**config.mk**
```make
export PLATFORM = sky130hd
export DESIGN_NAME = serin_shift_receiver
export DESIGN_NICKNAME = d
export VERILOG_FILES = /design/src/rtl/serin_shift_receiver.sv
export SDC_FILE = /design/constraint.sdc
export NUM_CORES = 1
export LEC_CHECK = 0
export BUFFER_PORTS_ARGS = -buffer_cell sky130_fd_sc_hd__buf_2
export CORE_UTILIZATION = 53
export DETAILED_ROUTE_END_ITERATION = 7
export PLACE_DENSITY = 0.85
export SLEW_MARGIN = 15
export SYNTH_ARGS = -nofsm -noshare
export SYNTH_HDL_FRONTEND = slang
export SYNTH_SLANG_ARGS = --single-unit
```
**constraint.sdc**
```tcl
create_clock -name clk -period 1.38 [get_ports clk]
set_input_delay 0.138 -clock clk [delete_from_list [all_inputs] [get_ports clk]]
set_output_delay 0.138 -clock clk [all_outputs]
set_load 0.01 [all_outputs]
```
**src/rtl/serin_shift_receiver.sv**
```systemverilog
// Serial-input receive sequencer: SID synchroniser, start detect, LSB-first shift,
// stop check, SERIN holding register, done IRQ request and sticky error flags.
module serin_shift_receiver #(
  parameter int DATA_BITS   = 8,
  parameter int SYNC_STAGES = 2
) (
  input  logic                 clk,
  input  logic                 nReset,
  input  logic                 sid,
  input  logic                 serEn,
  input  logic                 bitTick,
  input  logic                 serinRead,
  input  logic                 skresClr,
  output logic                 resyncReq,
  output logic [DATA_BITS-1:0] serinData,
  output logic                 serinDone,
  output logic                 busy,
  output logic                 framerErr,
  output logic                 overrunErr
);

  // state | meaning
  // IDLE  | waiting for a falling edge on sidS
  // START | start bit seen, confirm it low at the first tick
  // DATA  | shifting data bits, one per tick
  // STOP  | sample stop bit, load SERIN
  localparam logic [1:0] ST_IDLE  = 2'd0;
  localparam logic [1:0] ST_START = 2'd1;
  localparam logic [1:0] ST_DATA  = 2'd2;
  localparam logic [1:0] ST_STOP  = 2'd3;

  localparam int CNT_W = $clog2(DATA_BITS);
  localparam logic [CNT_W-1:0] CNT_LAST = CNT_W'(DATA_BITS - 1);

  logic [SYNC_STAGES-1:0] sync_q;
  logic                   sid_p_q;
  logic [1:0]             state_q, state_d;
  logic [DATA_BITS-1:0]   shift_q, shift_d;
  logic [CNT_W-1:0]       cnt_q, cnt_d;
  logic [DATA_BITS-1:0]   data_q, data_d;
  logic                   done_q, resync_q, full_q, fe_q, ovr_q;
  logic                   full_d, fe_d, ovr_d;
  logic                   sid_s, start_edge, load;

  assign sid_s      = sync_q[SYNC_STAGES-1];
  assign start_edge = sid_p_q & ~sid_s;

  always_comb begin
    state_d = state_q;
    shift_d = shift_q;
    cnt_d   = cnt_q;
    load    = 1'b0;
    case (state_q)
      ST_IDLE: begin
        if (start_edge) begin
          state_d = ST_START;
          cnt_d   = '0;
        end
      end
      ST_START: begin
        if (bitTick) state_d = sid_s ? ST_IDLE : ST_DATA;
      end
      ST_DATA: begin
        if (bitTick) begin
          shift_d = {sid_s, shift_q[DATA_BITS-1:1]};
          cnt_d   = cnt_q + CNT_W'(1);
          if (cnt_q == CNT_LAST) state_d = ST_STOP;
        end
      end
      default: begin
        if (bitTick) begin
          load    = 1'b1;
          state_d = ST_IDLE;
        end
      end
    endcase
    // Disabling mid-frame drops the frame without touching SERIN or the flags
    if (!serEn) begin
      state_d = ST_IDLE;
      shift_d = '0;
      cnt_d   = '0;
      load    = 1'b0;
    end
  end

  assign data_d = load ? shift_q : data_q;
  assign full_d = load | (full_q & ~serinRead);
  assign fe_d   = (load & ~sid_s) | (fe_q & ~skresClr);
  assign ovr_d  = (load & full_q & ~serinRead) | (ovr_q & ~skresClr);

  always_ff @(posedge clk or negedge nReset) begin
    if (!nReset) begin
      sync_q   <= '1;
      sid_p_q  <= 1'b1;
      state_q  <= ST_IDLE;
      shift_q  <= '0;
      cnt_q    <= '0;
      data_q   <= '0;
      done_q   <= 1'b0;
      resync_q <= 1'b0;
      full_q   <= 1'b0;
      fe_q     <= 1'b0;
      ovr_q    <= 1'b0;
    end else begin
      sync_q   <= {sync_q[SYNC_STAGES-2:0], sid};
      sid_p_q  <= sid_s;
      state_q  <= state_d;
      shift_q  <= shift_d;
      cnt_q    <= cnt_d;
      data_q   <= data_d;
      done_q   <= load;
      resync_q <= (state_q == ST_IDLE) & start_edge;
      full_q   <= full_d;
      fe_q     <= fe_d;
      ovr_q    <= ovr_d;
    end
  end

  assign resyncReq  = resync_q;
  assign serinData  = data_q;
  assign serinDone  = done_q;
  assign busy       = (state_q != ST_IDLE);
  assign framerErr  = fe_q;
  assign overrunErr = ovr_q;

endmodule
```
# Word level (Yosys, flattened, before mapping)
# Cells that the tools add are included.
[totals]
ff_bits = 29
romBits = 0
latch_bits = 0
mem_count = 0
ramBits = 0
word_cells = 61
input_bits = 7
[op_classes]
n_addsub = 1
shift = 0
n_reduce_logical = 6
multipliers = 0
bitwise = 14
muxes = 18
magnitude_cmp = 0
div = 0
eq_ne = 11
[op_table]
columns = ["cell", "n"]
rows = [
  ["8-bit 2-to-1 mux", 3],
  ["2-bit 2-to-1 mux", 7],
  ["3-bit inequality test (second input constant)", 4],
  ["3-bit 2-to-1 mux", 3],
  ["1-bit bitwise AND", 8],
  ["3-bit by 1-bit inequality test with 1-bit output (second input constant)", 2],
  ["2-bit one-hot mux with 3 select lines", 1],
  ["3-bit one-hot mux with 2 select lines", 1],
  ["5-bit AND reduction", 1],
  ["2-bit by 1-bit inequality test with 1-bit output (second input constant)", 2],
  ["3-bit by 1-bit adder with 3-bit output (second input constant)", 1],
  ["3-bit equality test (second input constant)", 1],
  ["1-bit 2-to-1 mux", 3],
  ["1-bit NOT", 3],
  ["1-bit bitwise OR", 3],
  ["3-bit AND reduction", 1],
  ["3-bit OR reduction", 1],
  ["2-bit by 1-bit equality test with 1-bit output (second input constant)", 1],
  ["2-bit equality test (second input constant)", 1],
  ["2-bit logical NOT", 1],
  ["2-bit AND reduction", 1],
  ["2-bit nonzero test", 1],
]

# Depth between registers and ports, before layout
[logic_depth]
word_depth = 7
mapped_depth = 5
depth_no_buf = 4

# Worst setup path after synthesis
# Ideal clock, no wire load.
[synth_path]
kind = "flip-flop to flip-flop"
from = "reg state_q[1]"
to = "reg cnt_q[0]"
setup_slack_ps = 172
period_less_slack_ps = 1208
arrival_time_ps = 1087
stages_incl_launch_ff = 5
setup_time_ps = 121
required_ps = 1259
cell_sequence = "dfrtp_1 buf_4 nor4b_4 nor3b_2 a22o_1"
[synth_between]
elab_chain_len = 3
elab_cells_between_ends = 8
classes_between = "4 x eq/ne; 2 x mux; 2 x reduce/logical"
[synth_lines]
columns = ["element", "line", "rtl"]
rows = [
  ["start, declared", "37", "logic [1:0] state_q, state_d;"],
  ["start signal, assigned", "107", "state_q <= state_d;"],
  ["2-bit equality test / 2-bit logical NOT (equally long branches)", "53", "case (state_q)"],
  ["3-bit by 1-bit inequality test with 1-bit output (no line), or another cell as far along", "-", ""],
  ["3-bit AND reduction (no line) / 3-bit 2-to-1 mux (equally long branches)", "-", ""],
  ["end signal, assigned", "109", "cnt_q <= cnt_d;"],
  ["end, declared", "39", "logic [CNT_W-1:0] cnt_q, cnt_d;"],
]
# Several ways; a longest one is shown, not always the timed one.
# A chain may end at the register's enable or synchronous reset.

# Worst setup path in the final report
[layout_path]
from = "reg state_q[1]"
to = "reg data_q[2] (netlist: serinData[2])"
[layout_between]
elab_chain_len = 4
elab_cells_between_ends = 6
classes_between = "2 x eq/ne; 2 x mux; 2 x reduce/logical"
[layout_lines]
columns = ["element", "line", "rtl"]
rows = [
  ["2-bit equality test, or another cell as far along", "53", ""],
  ["3-bit OR reduction (no line) (*)", "-", ""],
  ["1-bit 2-to-1 mux (*)", "53", ""],
  ["1-bit 2-to-1 mux (*)", "78", "if (!serEn) begin"],
  ["end signal, assigned", "110", "data_q <= data_d;"],
  ["end, declared", "40", "logic [DATA_BITS-1:0] data_q, data_d;"],
]
# Mark *: on every way between the ends. The rest lies on a longest branch, timed or not.

==> results.md <==
* FF-to-FF setup slack at 60 ps
* Final WS setup at 61.1 ps
* Mapped Area at 1190 um2
* Hold endpoint: overrunErr
* Placed cell areas at 1320 um2
* Final setup TNS at 0 ps
* Part of the Yosys area used for sequential elements at 61.5%
* Outcome: complete, no violations
* Final setup fails at 0
* Largest cells by area after synthesis: dfrtp_1 55%, mux2_2 7.6%, dfstp_2 6.6%
* Fill cells at 171
* Share of layout cells above drive strength 1 at 40.7%
* Post-route ant nets at 0
* Most frequent cells in the layout: 24 x dfrtp_1, 19 x nand2_1, 18 x buf_2
* Final Cycle Share at 95.6%
* I/O pins at 20
* CP peak stage delay at 450 ps
* # rows at 16
* Register area at 732 um2
* Synth warn at 0
* CTS max path bufs at 2
* Critical hold path startpoint: skresClr
* Vias/cell at 5.29
* Die X at 49.3 um
* Seq cells post-synth at 29
* Gpl congestion at 0.749
* Pre-CTS WS at 43.0 ps
* Pwr Density at 1020 nW/um2
* CTS Sinks at 29
* Most common cell after layout, fill and taps aside: dfrtp_1
* Antenna diodes at 0
* Initial antenna violation count at 0
* Core Region at 2040 um2
* Area grow syn2layout at 18.9%
* RSZ-0062 raised after global routing: false
* Worst-path maximum fanout at 8
* TritonCTS clock tree: done
* Crit-path cells: buf_4 > nand4_2 > buf_4 > mux2_2
* F_max at 758 MHz
* Setup crit start kind: register
* Worst path arrival time at 1540 ps
* Input/output buffers at 19
* CP Capture Type: register
* Max Slew Vio Count at 0
* Initial core utilization at 58.1%
* Worst min-delay path class: in -> reg
* Number of flops mapped to enable cells by yosys at 0
* CTS buffer count at 5
* Dpl hpwl at 1.33 mm
* Final core utilization at 69.1%
* Share of flip-flops with an asynchronous set or reset at 100%
* Final std cells w/o fill at 150
* Clock root buffer: clkbuf_4
* Hold Violations, Final at 0
* Vias at 794
* Net Count, Synth at 101
* Final wirelength at 2.00 mm
* Max cap viols at 0
* First-pass GRT wire length at 3.42 mm
* Final critical-path required period at 1320 ps
* Top cell by count, worst path: buf_4
* Worst-margin pin slew at 612 ps
* Share of the synthesized area in the top cell type at 54.9%
* Max VDD drop at 0.000702 V
* Die area at 2430 um2
* Clk_lat worst skew at 330 ps
* Critical R2R Launch: state_q[1]
* WL/cell at 13.3 um
* Footprint of the multi-input gates at 415 um2
* Most used flip-flop cell after synthesis: dfrtp_1
* Vias in the first global route at 823
* Gate Count Post-Synth at 92
* Final Instance Area at 1410 um2
* Slew HR at 59.2%
* Synth area leader: dfrtp_1
* Post-Syn Area per Cell at 12.9 um2
* WHS Path Cells at 2
* Gr ovfl total at 0
* 1st-iter DRT viols at 15
* Hold Worst Slack at 12.8 ps
* Die H at 49.3 um
* Total power at 1.44 mW
* Clk_skew at 7.79 ps
* Residual DRC at 0
* Critical path type: reg -> reg
* Slowest cell on crit path: dfrtp_2
* Tot GR Track Use at 20.0%
* Reg2reg path depth at 4
* CP Launch Point: state_q[1]
* Synth cell types at 25
* DRT Pass-1 Iters at 4
* Worst reg2reg endpoint: serinData[2]
* CTS clock-pin slew for the worst setup and hold paths at 90 ps
* Data required, critical path at 1600 ps
* Largest net degree at the start of global routing at 30
* Final nets at 131
* Leakage at 0.733 nW
* Placed cells at 139
* H-tree levels at 2
critical path, delay by kind of cell (launching register included):
kind          cells  cell delay, ps
flops             1             450
mux               1             340
buf+inv           2             330
simple gates      1              90
power breakdown:
| part | switching [mW] | internal, mW | total [mW] | leakage [nW] |
|---|---|---|---|---|
| Clock | 0.287 | 0.193 | 0.481 | 0.0320 |
| Sequential | 0.0122 | 0.864 | 0.876 | 0.390 |
| Combinational | 0.0442 | 0.0411 | 0.0853 | 0.311 |
| Total | 0.344 | 1.10 | 1.44 | 0.733 |
cells by family after synthesis:
group | count (synthesis) | share of synthesized area, %
flops | 29 | 61.5
mux | 9 | 8.44
fa+ha+maj | 2 | 2.11
simple gates | 31 | 14.9
compound gates | 14 | 9.28
buf+inv | 7 | 3.80
worst max path at each step:
stage	cells after the start	slack [ps]	endpoint
after floorplan	4	170	cnt_q[0]
after global placement	3	120	cnt_q[0]
after detailed placement	4	40	shift_q[2]
after CTS	2	20	busy
after global routing	4	4	serinData[0]
final	4	60	serinData[2]
flip-flops by register name (all words and copies together), names as in the netlist:
signal and flops:
cnt_q 3, framerErr 1, full_q 1, overrunErr 1
resyncReq 1, serinData 8, serinDone 1, shift_q 8
sid_p_q 1, state_q 2, sync_q 2
cells in the mapped netlist (all sizes together), types with 2 or more instances:
| master | count |
|---|---|
| nand2 | 19 |
| ha | 2 |
| nor2 | 2 |
| dfstp | 3 |
| a32o | 2 |
| a21boi | 8 |
| nor3b | 2 |
| dfrtp | 26 |
| o22ai | 2 |
| inv | 3 |
| nor2b | 2 |
| mux2 | 8 |
| buf | 3 |
what timing repair did:
item | CTS | global route
hold buffers | 2 | 0
gates resized for setup | 2 | 3
setup buffers | 1 | 0
pin swaps | 0 | 0
hold endpoints to repair | 27 | 0
setup endpoints to repair | 2 | 2
area by class of cell:
class	count	area share (%)
multi-input cells	56	29.5
clock buffers	6	2.93
inverters	3	0.799
repair buffers	27	11.8
well taps	27	2.40
flip-flops and latches	29	51.9
clock inverters	2	0.710
metal layers:
layer / routed length [um] / part of all wire, % / track usage, %
met5: 0 / 0 / 0
met4: 64 / 3.2 / 14.7
met3: 105 / 5.3 / 5.61
met2: 957 / 48 / 34.2
met1: 867 / 43 / 20.6
Power figures use the tool's default switching activity.
